`config.mk`:
```
export PLATFORM = sky130hd
export DESIGN_NAME = rdl_reg_bus_ctrl
export DESIGN_NICKNAME = d
export VERILOG_FILES = /design/src/rtl/rdl_subreg_pkg.sv /design/src/rtl/rdl_reg_decode.sv /design/src/rtl/rdl_reg_bus_ctrl.sv
export SDC_FILE = /design/constraint.sdc
export NUM_CORES = 1
export LEC_CHECK = 0
export ABC_AREA = 0
export CORE_MARGIN = 2
export CORE_UTILIZATION = 34
export CTS_BUF_LIST = sky130_fd_sc_hd__clkbuf_8
export DETAILED_ROUTE_END_ITERATION = 10
export PLACE_DENSITY = 0.78
export SLEW_MARGIN = 25
export SYNTH_ARGS = -nofsm -noshare
export SYNTH_HDL_FRONTEND = slang
export SYNTH_SLANG_ARGS = --single-unit
```
`constraint.sdc`:
```
create_clock -name clk -period 1.6 [get_ports clk]
set_input_delay 0.24 -clock clk [delete_from_list [all_inputs] [get_ports clk]]
set_output_delay 0.24 -clock clk [all_outputs]
set_load 0.005 [all_outputs]
```
`src/rtl/rdl_subreg_pkg.sv`:
```
// Shared types and helpers for the register-bank controller and decoder.
// Latency: none (types and constant functions only).
// Backpressure: not applicable.
package rdl_subreg_pkg;

    typedef enum logic [1:0] {
        IDLE,
        ACCESS,
        RESP
    } ctrl_state_e;

    // Number of byte-offset bits below the word index for a DW-bit register.
    function automatic int rdl_addr_lsb(input int dw);
        return $clog2(dw / 8);
    endfunction

endpackage

```
`src/rtl/rdl_reg_decode.sv`:
```
// Word-address decoder: byte address -> register index, hit and error flags.
// Latency: combinational. Backpressure: none.
// RDL_BUS_CTRL_ADDR_CHECK_EN enables misalignment and range errors.
module rdl_reg_decode
    import rdl_subreg_pkg::*;
#(
    parameter int DW      = 32,
    parameter int AW      = 8,
    parameter int NumRegs = 4,
    parameter int IdxW    = $clog2(NumRegs + 1)
) (
    input  logic [AW-1:0]   addr,
    output logic [IdxW-1:0] idx,
    output logic            hit,
    output logic            err
);

    localparam int Lsb = rdl_addr_lsb(DW);

`ifdef RDL_BUS_CTRL_ADDR_CHECK_EN
    localparam logic [AW-1:0] LowMask = AW'((1 << Lsb) - 1);

    logic [AW-1:0] word_addr;
    assign word_addr = addr >> Lsb;

    always_comb begin
        err = (|(addr & LowMask)) || (32'(word_addr) >= NumRegs);
        hit = !err;
        idx = word_addr[IdxW-1:0];
    end
`else
    // Index wraps modulo the power of two above NumRegs, so the top slots
    // stay unmapped and answer silently with zero data.
    always_comb begin
        idx = IdxW'(addr >> Lsb);
        hit = 32'(idx) < NumRegs;
        err = 1'b0;
    end
`endif

endmodule

```
`src/rtl/rdl_reg_bus_ctrl.sv`:
```
// Sequences single CPU accesses onto a subreg bank via registered we/re pulses.
// Latency: grant at T, pulse at T+1, response from T+2. Backpressure: holds RESP until rready.
// RDL_BUS_CTRL_ADDR_CHECK_EN (in rdl_reg_decode) turns unmapped accesses into errors.
module rdl_reg_bus_ctrl
    import rdl_subreg_pkg::*;
#(
    parameter int DW      = 32,
    parameter int AW      = 8,
    parameter int NumRegs = 4
) (
    input  logic                  clk,
    input  logic                  rst,
    input  logic                  req,
    input  logic                  we,
    input  logic [AW-1:0]         addr,
    input  logic [DW-1:0]         wdata,
    output logic                  gnt,
    output logic                  rvalid,
    input  logic                  rready,
    output logic [DW-1:0]         rdata,
    output logic                  err,
    output logic [NumRegs-1:0]    reg_we,
    output logic [NumRegs-1:0]    reg_re,
    output logic [DW-1:0]         reg_wd,
    input  logic [NumRegs*DW-1:0] reg_qs
);

    localparam int IdxW = $clog2(NumRegs + 1);

    ctrl_state_e state, state_nxt;

    logic [IdxW-1:0]    dec_idx;
    logic               dec_hit;
    logic               dec_err;
    logic [NumRegs-1:0] dec_onehot;
    logic               accept;

    logic [IdxW-1:0]    idx_q;
    logic               we_q;
    logic               hit_q;
    logic               err_q;
    logic [DW-1:0]      rdata_q;
    logic [DW-1:0]      qs_sel;

    rdl_reg_decode #(
        .DW      (DW),
        .AW      (AW),
        .NumRegs (NumRegs),
        .IdxW    (IdxW)
    ) u_decode (
        .addr (addr),
        .idx  (dec_idx),
        .hit  (dec_hit),
        .err  (dec_err)
    );

    always_ff @(posedge clk or negedge rst) begin
        if (!rst) begin
            state <= IDLE;
        end else begin
            state <= state_nxt;
        end
    end

    always_comb begin
        state_nxt = state;
        gnt       = 1'b0;
        rvalid    = 1'b0;
        unique case (state)
            IDLE: begin
                gnt = req;
                if (req) begin
                    state_nxt = ACCESS;
                end
            end
            ACCESS: begin
                state_nxt = RESP;
            end
            RESP: begin
                rvalid = 1'b1;
                if (rready) begin
                    state_nxt = IDLE;
                end
            end
            default: begin
                state_nxt = IDLE;
            end
        endcase
    end

    assign accept = req && gnt;

    always_comb begin
        dec_onehot = '0;
        qs_sel     = '0;
        for (int i = 0; i < NumRegs; i++) begin
            dec_onehot[i] = dec_hit && (dec_idx == IdxW'(i));
            if (idx_q == IdxW'(i)) begin
                qs_sel = reg_qs[i*DW +: DW];
            end
        end
    end

    // Pulses are launched from the accept edge so they are flop outputs that
    // live for exactly the ACCESS cycle; async reset cuts them immediately.
    always_ff @(posedge clk or negedge rst) begin
        if (!rst) begin
            reg_we  <= '0;
            reg_re  <= '0;
            reg_wd  <= '0;
            idx_q   <= '0;
            we_q    <= 1'b0;
            hit_q   <= 1'b0;
            err_q   <= 1'b0;
            rdata_q <= '0;
        end else begin
            reg_we <= '0;
            reg_re <= '0;
            if (accept) begin
                idx_q <= dec_idx;
                we_q  <= we;
                hit_q <= dec_hit;
                err_q <= dec_err;
                if (we) begin
                    reg_wd <= wdata;
                    reg_we <= dec_onehot;
                end else begin
                    reg_re <= dec_onehot;
                end
            end
            if (state == ACCESS) begin
                rdata_q <= (hit_q && !we_q) ? qs_sel : '0;
            end
        end
    end

    assign rdata = rdata_q;
    assign err   = err_q;

endmodule

```
==> flow_metrics.py <==
metrics = {
    "run_status": {
        "status": "finished with violations",
        "failed_checks": "setup timing",
    },
    "finish": {
        "fin_area_sq_mm": 0.00711,
        "fin_util_pct": 64.7,
        "final_common_cell": "clkdlybuf4s50_1",
        "antenna_cells": 0,
        "drive_above_1_share_pct": 25.6,
        "seq_area_sq_mm": 0.00198,
        "multiInputGateArea_sq_mm": 0.00201,
        "layout.nets": 758,
        "fill_cells": 873,
        "syn_to_final_growth_pct": 84.0,
        "final_cell_mix": "clkdlybuf4s50_1 (238), dfrtp_1 (79), nor2_1 (37), mux2_2 (37), nand2_1 (35)",
    },
    "synth": {
        "syn_nets": 503,
        "synthDistinctLibCells": 26,
        "syn_area_sq_mm": 0.00386,
        "yosysTopAreaCellShare_pct": 51.2,
        "synth_area_leader_cell": "dfrtp_1",
        "ys_seq_area_share_pct": 51.2,
        "yosysWarnings": 0,
        "syn_area_per_cell_sq_um": 11.7,
        "netlist_instances": 330,
        "synth-seq-cells": 79,
        "synth_area_leaders": "dfrtp_1 (51%), mux2_2 (19%), o31ai_2 (9.7%), o22ai_1 (5.2%), nor2_1 (3.6%)",
    },
    "drt": {
        "wl_per_cell_um": 17.5,
        "first_pass_iters": 6,
        "drc": 0,
        "wirelength_um": 12700,
        "via_per_inst": 4.93,
        "ant_nets": 0,
        "initialDrtViolationCount": 122,
        "dr_total_vias": 3592,
    },
    "cts": {
        "clock_latency_ps": 340,
        "clockRootBuffer": "clkbuf_8",
        "cts_made_buffers": 9,
        "cts_tree": "yes",
        "clk_pin_slew_ps": 90,
        "cts_htree_levels": 3,
        "cts_buffer_depth": 2,
        "clock_sinks": 79,
    },
    "sta": {
        "skew_ps": 12.7,
        "drv_slew": 0,
        "finalSetupViolCount": 3,
        "tns_ps": -33.4,
        "hold_viol_final": 0,
        "period_minus_slack_ps": 1620,
        "period_share_pct": 101,
        "grt_setup_unrepaired": "true",
        "max_freq_ghz": 0.618,
        "layout_setup_ws_ps": -17.9,
    },
    "placement": {
        "place_congestion": 0.769,
        "placed_cell_area_sq_mm": 0.00664,
        "hpwl_um": 9580,
        "io_buffer_count": 241,
        "pre_cts_slack_ps": -235,
    },
    "floorplanning": {
        "coreArea_sq_mm": 0.0110,
        "die_x_um": 111,
        "pin_count": 248,
        "die_y_um": 111,
        "row_count": 38,
        "dieArea_sq_mm": 0.0122,
        "initial_core_util_pct": 35.2,
    },
    "setup_path": {
        "start_kind": "flop",
        "critPathMaxStageDelay_ps": 420,
        "crit_chain": "buf_6, nor3b_4, and2_4, clkbuf_16, mux2_4",
        "worst-endpoint-required_ps": 1820,
        "crit_fanout": 8,
        "crit_slowest_cell": "dfrtp_1",
        "critPathCaptureType": "flop",
        "critical_path_arrival_ps": 1840,
        "critical_path_class": "reg2reg",
    },
    "job": {
        "max_cap_viol_count": 0,
    },
    "power_and_ir_drop": {
        "leakage_nw": 2.96,
        "irDropWorstVdd_v": 0.000793,
        "pwr_density_cell_mw_per_mm2": 1540,
    },
    "global_route": {
        "grt-ovfl-total": 0,
        "grt_max_degree": 36,
        "antenna_found_initial": 0,
        "grt_pass1_vias": 3882,
        "grt_pass1_wl_um": 19400,
        "grt_usage_pct": 19.9,
    },
    "hold_path": {
        "holdCritPathClass": "in2async",
    },
}
worst max-delay path: cells and delay by family (launching register included):
family	cells	cell delay [ps]
AND/OR/NAND/NOR	2	440
flip-flops	1	420
buffers and inverters	2	330
multiplexers	1	300
metal layers:
metal | routed length [um] | track usage, % | vias up
li1 | - | - | 1691
met1 | 4740 | 21.9 | 1728
met4 | 255 | 7.25 | 0
met2 | 6900 | 36.4 | 154
met3 | 845 | 5.38 | 19
met5 | 0 | 0 | -
logic make-up after synthesis:
group	synth area share (%)
AO/OA/AOI/OAI	15.7
buffers and inverters	3.92
flip-flops	51.2
other	0.0971
AND/OR/NAND/NOR	9.62
multiplexers	19.5
final timing paths:
path | end | depth (start not counted) | slack (ps) | start
worst min-delay path | reg_wd[13]$_DFFE_PN0P_ | 2 | 390 | rst
worst max-delay path | reg_wd[29]$_DFFE_PN0P_ | 5 | -20 | state[0]$_DFFE_PN0P_
max in group asynchronous | reg_wd[11]$_DFFE_PN0P_ | 3 | 660 | rst
worst min register to register | rdata[3]$_DFFE_PN0N_ | 2 | 490 | rdata[3]$_DFFE_PN0N_
worst max register to register | reg_wd[29]$_DFFE_PN0P_ | 5 | -20 | state[0]$_DFFE_PN0P_
min in group clk | rdata[3]$_DFFE_PN0N_ | 2 | 490 | rdata[3]$_DFFE_PN0N_
area by class of cell:
type	count	share of cell area (%)
multi-input combinational	222	28.2
sequential	79	27.8
tap	140	2.46
timing repair buffer	271	39.0
clock buffer	9	1.74
inverter	2	0.106
clock inverter	6	0.634
cell usage after synthesis:
| master | number |
|---|---|
| a21oi_1 | 1 |
| and2_0 | 1 |
| buf_1 | 6 |
| buf_2 | 3 |
| buf_4 | 4 |
| buf_6 | 3 |
| clkbuf_1 | 10 |
| clkbuf_2 | 1 |
| conb_1 | 1 |
| dfrtp_1 | 79 |
| inv_1 | 2 |
| mux2_1 | 1 |
| mux2_2 | 66 |
| nand2_1 | 35 |
| nand2b_1 | 5 |
| nand3b_1 | 1 |
| nor2_1 | 37 |
| nor3_1 | 4 |
| nor3b_1 | 1 |
| nor3b_2 | 1 |
| nor4_1 | 1 |
| o21ai_0 | 2 |
| o22ai_1 | 32 |
| o31ai_1 | 2 |
| o31ai_2 | 30 |
| or4b_1 | 1 |
sequential cells by signal, indices dropped and copies added (netlist names):
name    flops
we_q        1
rdata      32
idx_q       3
reg_wd     32
reg_re      4
reg_we      4
hit_q       1
state       2
what timing repair did:
item | CTS | global route
buffers inserted | 0 | 2
resized for setup | 7 | 29
hold buffers | 1 | 0
pin swaps | 1 | 5
gates cloned | 2 | 2
endpoints found under the setup margin | 55 | 61
hold endpoints to repair | 32 | 0
power by group:
group | internal (W) | switching [W] | total [W]
sequential | 0.00289 | 0.000540 | 0.00343
combinational | 0.00373 | 0.00245 | 0.00619
clock | 0.000563 | 0.000748 | 0.00131
total | 0.00718 | 0.00374 | 0.0109
through the flow:
step                hold WS (ps)  power, W  instances
global route                 410    0.0116        729
floorplan                  -55.6   0.00624        330
finish                       390    0.0109        729
CTS                          387    0.0106        725
detailed placement           221   0.00916        707
global placement             214   0.00899        707
No activity file was read; power rests on OpenSTA's default activity.
